$ cat config.mk
export PLATFORM = sky130hd
export DESIGN_NAME = wbn2apb_bridge
export DESIGN_NICKNAME = d
export VERILOG_FILES = /design/src/rtl/wbn_apb_pkg.sv /design/src/rtl/apb_timeout.sv /design/src/rtl/wbn2apb_bridge.sv
export SDC_FILE = /design/constraint.sdc
export NUM_CORES = 1
export LEC_CHECK = 0
export ABC_AREA = 1
export CORE_MARGIN = 2
export CORE_UTILIZATION = 42
export DETAILED_ROUTE_END_ITERATION = 16
export HOLD_SLACK_MARGIN = 0.15
export PLACE_DENSITY = 0.86
export SLEW_MARGIN = 10
export SYNTH_ARGS = -nofsm -noshare
export SYNTH_HDL_FRONTEND = slang
export SYNTH_SLANG_ARGS = --single-unit
$ cat constraint.sdc
create_clock -name clk -period 2.55 [get_ports clk]
set_input_delay 0.51 -clock clk [delete_from_list [all_inputs] [get_ports clk]]
set_output_delay 0.51 -clock clk [all_outputs]
set_load 0.02 [all_outputs]
$ cat src/rtl/wbn_apb_pkg.sv
// Shared definitions for the Wishbone-classic to APB bridge.
// Holds the FSM state encoding and the response codes.
package wbn_apb_pkg;

  typedef enum logic [1:0] {
    IDLE   = 2'd0,
    SETUP  = 2'd1,
    ACCESS = 2'd2,
    RESP   = 2'd3
  } state_t;

  localparam logic [1:0] RESP_OK      = 2'd0;
  localparam logic [1:0] RESP_SLVERR  = 2'd1;
  localparam logic [1:0] RESP_TIMEOUT = 2'd2;

endpackage

$ cat src/rtl/apb_timeout.sv
// ACCESS-phase watchdog: counts enabled cycles since the last clear and
// flags the cycle in which the TO-th enabled cycle is reached.
module apb_timeout #(
  parameter int TO = 16
) (
  input  logic clk,
  input  logic rst,
  input  logic clr,
  input  logic en,
  output logic expired
);

  localparam int CW = $clog2(TO + 1);

  logic [CW-1:0] r_cnt;

  always_ff @(posedge clk) begin
    if (rst || clr)          r_cnt <= '0;
    else if (en && !expired) r_cnt <= r_cnt + 1'b1;
  end

  assign expired = en && (r_cnt == CW'(TO - 1));

endmodule

$ cat src/rtl/wbn2apb_bridge.sv
// Wishbone classic slave to APB master bridge, one transfer at a time.
// Response is presented in RESP, one cycle after the APB transfer ends.
module wbn2apb_bridge
  import wbn_apb_pkg::*;
#(
  parameter int AW = 32,
  parameter int DW = 32,
  parameter int SW = DW / 8,
  parameter int TO = 16
) (
  input  logic          clk,
  input  logic          rst,
  input  logic          wbn_cyc,
  input  logic          wbn_stb,
  input  logic          wbn_we,
  input  logic [AW-1:0] wbn_adr,
  input  logic [SW-1:0] wbn_sel,
  input  logic [DW-1:0] wbn_dat_w,
  output logic [DW-1:0] wbn_dat_r,
  output logic          wbn_ack,
  output logic          wbn_err,
  output logic          wbn_rty,
  output logic          apb_psel,
  output logic          apb_penable,
  output logic          apb_pwrite,
  output logic [AW-1:0] apb_paddr,
  output logic [SW-1:0] apb_pstrb,
  output logic [DW-1:0] apb_pwdata,
  input  logic [DW-1:0] apb_prdata,
  input  logic          apb_pready,
  input  logic          apb_pslverr
);

  state_t        r_state, w_next;
  logic [AW-1:0] r_paddr;
  logic [SW-1:0] r_pstrb;
  logic [DW-1:0] r_pwdata;
  logic [DW-1:0] r_dat_r;
  logic          r_pwrite;
  logic          r_abort;
  logic [1:0]    r_resp;
  logic          w_expired;
  logic          w_req;

  assign w_req = wbn_cyc && wbn_stb;

  generate
    if (TO > 0) begin : g_to
      apb_timeout #(.TO(TO)) u_timeout (
        .clk     (clk),
        .rst     (rst),
        .clr     (r_state == SETUP),
        .en      (r_state == ACCESS),
        .expired (w_expired)
      );
    end else begin : g_no_to
      assign w_expired = 1'b0;
    end
  endgenerate

  always_ff @(posedge clk) begin
    if (rst) r_state <= IDLE;
    else     r_state <= w_next;
  end

  always_comb begin
    w_next      = r_state;
    apb_psel    = 1'b0;
    apb_penable = 1'b0;
    wbn_ack     = 1'b0;
    wbn_err     = 1'b0;
    case (r_state)
      IDLE:   if (w_req) w_next = SETUP;
      SETUP: begin
        apb_psel = 1'b1;
        w_next   = ACCESS;
      end
      ACCESS: begin
        apb_psel    = 1'b1;
        apb_penable = 1'b1;
        if (apb_pready || w_expired) w_next = RESP;
      end
      RESP: begin
        // An abandoned Wishbone cycle gets no response at all
        wbn_ack = !r_abort && (r_resp == RESP_OK);
        wbn_err = !r_abort && (r_resp != RESP_OK);
        w_next  = IDLE;
      end
      default: w_next = IDLE;
    endcase
  end

  always_ff @(posedge clk) begin
    if (rst) begin
      r_paddr  <= '0;
      r_pstrb  <= '0;
      r_pwdata <= '0;
      r_pwrite <= 1'b0;
      r_dat_r  <= '0;
      r_abort  <= 1'b0;
      r_resp   <= RESP_OK;
    end else begin
      if (r_state == IDLE && w_req) begin
        r_paddr  <= wbn_adr;
        r_pwrite <= wbn_we;
        r_pwdata <= wbn_dat_w;
        r_pstrb  <= wbn_we ? wbn_sel : '0;
        r_abort  <= 1'b0;
        r_resp   <= RESP_OK;
      end
      if ((r_state == SETUP || r_state == ACCESS) && !wbn_cyc) r_abort <= 1'b1;
      // pready takes priority over a timeout expiring in the same cycle
      if (r_state == ACCESS) begin
        if (apb_pready) begin
          r_resp <= apb_pslverr ? RESP_SLVERR : RESP_OK;
          if (!r_pwrite) r_dat_r <= apb_prdata;
        end else if (w_expired) begin
          r_resp <= RESP_TIMEOUT;
        end
      end
    end
  end

  assign apb_paddr  = r_paddr;
  assign apb_pstrb  = r_pstrb;
  assign apb_pwdata = r_pwdata;
  assign apb_pwrite = r_pwrite;
  assign wbn_dat_r  = r_dat_r;
  assign wbn_rty    = 1'b0;

endmodule

==> impl_metrics.ini <==
[placed_design]
placed_area_sq_mm = 0.00621
dp_hpwl_um = 8550
port_buffers = 211
place.gp.congestion = 0.801

[power_and_ir_drop]
p_per_area_mw_per_mm2 = 756
p_leak_nw = 2.43
vdd.ir_drop.worst_uv = 401
p_sw_mw = 1.70
swShare = 0.352
pwr-share-clk = 0.202
p_comb_frac = 0.358
seqPwrFrac = 0.440
p_int_mw = 3.13

[routing]
wire_per_inst_um = 13.6
ant_nets = 0
num_vias = 4093
drc = 0
viasPerCell = 4.78
dr.max_layer_used = met4
wl_met1_um = 4520
drt_pass1_iterations = 4
route.met3.wl_um = 1130
routed-wl-met2_um = 5860
drt_iter0_drc = 119
wl_um = 11700

[worst_setup_path]
start_kind = register
cp-end-kind = output pin
worstPathRequired_ns = 2.04
cp-endpoint = apb_penable
reg2reg_to = wbn_dat_r[0]
cp-startpoint = r_state[0]
arrival_ns = 1.79
rr_startpoint = r_state[0]
crit_type = reg2out
rr_worst_depth = 7
cp_max_fo = 7
worst-r2r-setup-slack_ns = 0.60

[layout]
area_delta_synth_final_pct = 58.0
finalNetCount = 836
regArea_sq_mm = 0.00222
final_area_sq_mm = 0.00638
mostFrequentLayoutCells = 210 x clkdlybuf4s50_1, 162 x nand2_1, 111 x dfxtp_1
num_antenna_cells = 0
n_fill_cell = 768
drive_gt1_frac = 0.0398
final_common_cell = clkdlybuf4s50_1
multiInputGateArea_sq_mm = 0.00160

[global_route]
grt_pass1_wl_um = 17800
grtUsageTotal = 0.211
gr-total-overflow = 0
first_global_vias = 3956
grt_max_degree = 72
antenna_found_initial = 0

[die]
io-pin-count = 213
core_area_sq_mm = 0.00928
die_h_um = 102
initial_core_util = 0.435
row_count = 35
fp.dieW_um = 102
die_area_sq_mm = 0.0104

[synthesis]
ys_ff_latch = 111
synthArstFlopShare = 0
synth_ff_type = dfxtp_1
seq_area_frac_synth = 0.550
synthCells = 526
synth.avg_cell_area_sq_um = 7.68
synth.distinct_cells = 22
synth.net_count = 639
synth_edf_count = 0
yosysWarnings = 0
synth_area_sq_mm = 0.00404

[timing]
tns_ns = 0
rsz0062_at_grt = false
worst_pin_slew_ns = 0.943
slew_violations = 0
period_needed_ns = 2.30
slew_headroom = 0.370
hold_viol_final = 0
setup_viol = 0
timing.final.crit_share = 0.901
clock.fmax_mhz = 435
fin_skew_ns = 0.0188

[cts]
ctsHoldBuffers = 0
clockBufferDepth = 2
postCtsSetupBuffers = 0
cts_tree = done
clock-root-buffer = clkbuf_8
clock_latency_ns = 0.35
path_clk_slew_ns = 0.11
cts_made_buffers = 9
cts_sinks = 111
h-tree-depth = 3
post_cts_resized = 0

[outcome]
outcome = complete, no violations

[job]
max_cap_violations = 0

[worst_hold_path]
hold_path.class = reg2reg
## area by class of cell
cell class                 count  area share
tap                          129      0.0253
sequential                   111       0.348
multi-input combinational    365       0.250
timing repair buffer         218       0.338
clock buffer                   9      0.0194
inverter                      18      0.0106
clock inverter                 7     0.00843
## flip-flops by register name, indices dropped and copies added (netlist names)
signal and count:
r_resp 2, apb_pstrb 4, apb_pwrite 1, apb_pwdata 32, apb_paddr 32, r_abort 1
g_to.u_timeout.r_cnt 5, wbn_dat_r 32, r_state 2
## cells in the mapped netlist (2+ instances only)
| cell | n | area [sq um] |
|---|---|---|
| nand2_1 | 162 | 608 |
| clkbuf_1 | 14 | 52.6 |
| a21oi_1 | 78 | 390 |
| ha_1 | 6 | 75.1 |
| buf_2 | 13 | 65.1 |
| inv_1 | 17 | 63.8 |
| buf_1 | 2 | 7.51 |
| o21ai_0 | 35 | 175 |
| dfxtp_1 | 111 | 2220 |
| buf_6 | 2 | 22.5 |
| nand3_1 | 4 | 20.0 |
| nor2_1 | 72 | 270 |
## cell families after synthesis
| group | synth area share |
|---|---|
| and+or+nand+nor | 0.234 |
| AOI/OAI and AO/OA | 0.142 |
| DFF | 0.550 |
| buffers and inverters | 0.0551 |
| adders and majority gates | 0.0186 |
| other | 0.000928 |
## power by group through the flow
stage	clock [mW]	combinational [mW]	sequential [mW]
2_1_floorplan	0	0.692	2.41
3_3_place_gp	0	1.69	2.15
3_5_place_dp	0	1.73	2.16
4_1_cts	1.01	1.74	2.12
5_1_grt	1.07	1.89	2.16
6_report	0.975	1.73	2.12
## critical path: stages, from the launching register on
cell and delay, ns:
dfxtp_1 0.35, inv_1 0.11, ha_1 0.32, clkdlybuf4s50_1 0.66
## per-stage QoR
step | power [mW] | utilization | instances | worst slack, ns | hold slack (ns)
2_1_floorplan | 3.10 | - | 526 | 0.883 | 0.450
3_3_place_gp | 3.83 | 0.668 | 841 | 0.480 | 0.451
3_5_place_dp | 3.89 | 0.668 | 841 | 0.409 | 0.455
4_1_cts | 4.88 | 0.688 | 857 | 0.232 | 0.471
5_1_grt | 5.11 | 0.688 | 857 | 0.127 | 0.487
6_report | 4.83 | 0.688 | 857 | 0.254 | 0.467
## routing by layer
| metal | up-vias | global-route usage |
|---|---|---|
| li1 | 2059 | - |
| met1 | 1851 | 0.231 |
| met2 | 167 | 0.386 |
| met3 | 16 | 0.0725 |
| met4 | 0 | 0.0574 |
| met5 | - | 0 |
## worst min path at each step
stage,from,cells past startpoint,to
2_1_floorplan,r_resp[1],2,r_resp[1]
3_3_place_gp,apb_pwdata[19],2,apb_pwdata[19]
3_5_place_dp,apb_pwdata[0],2,apb_pwdata[0]
4_1_cts,apb_pwdata[6],2,apb_pwdata[6]
5_1_grt,apb_pwdata[13],2,apb_pwdata[13]
6_report,apb_pwdata[6],2,apb_pwdata[6]
Power figures use the tool's default switching activity.
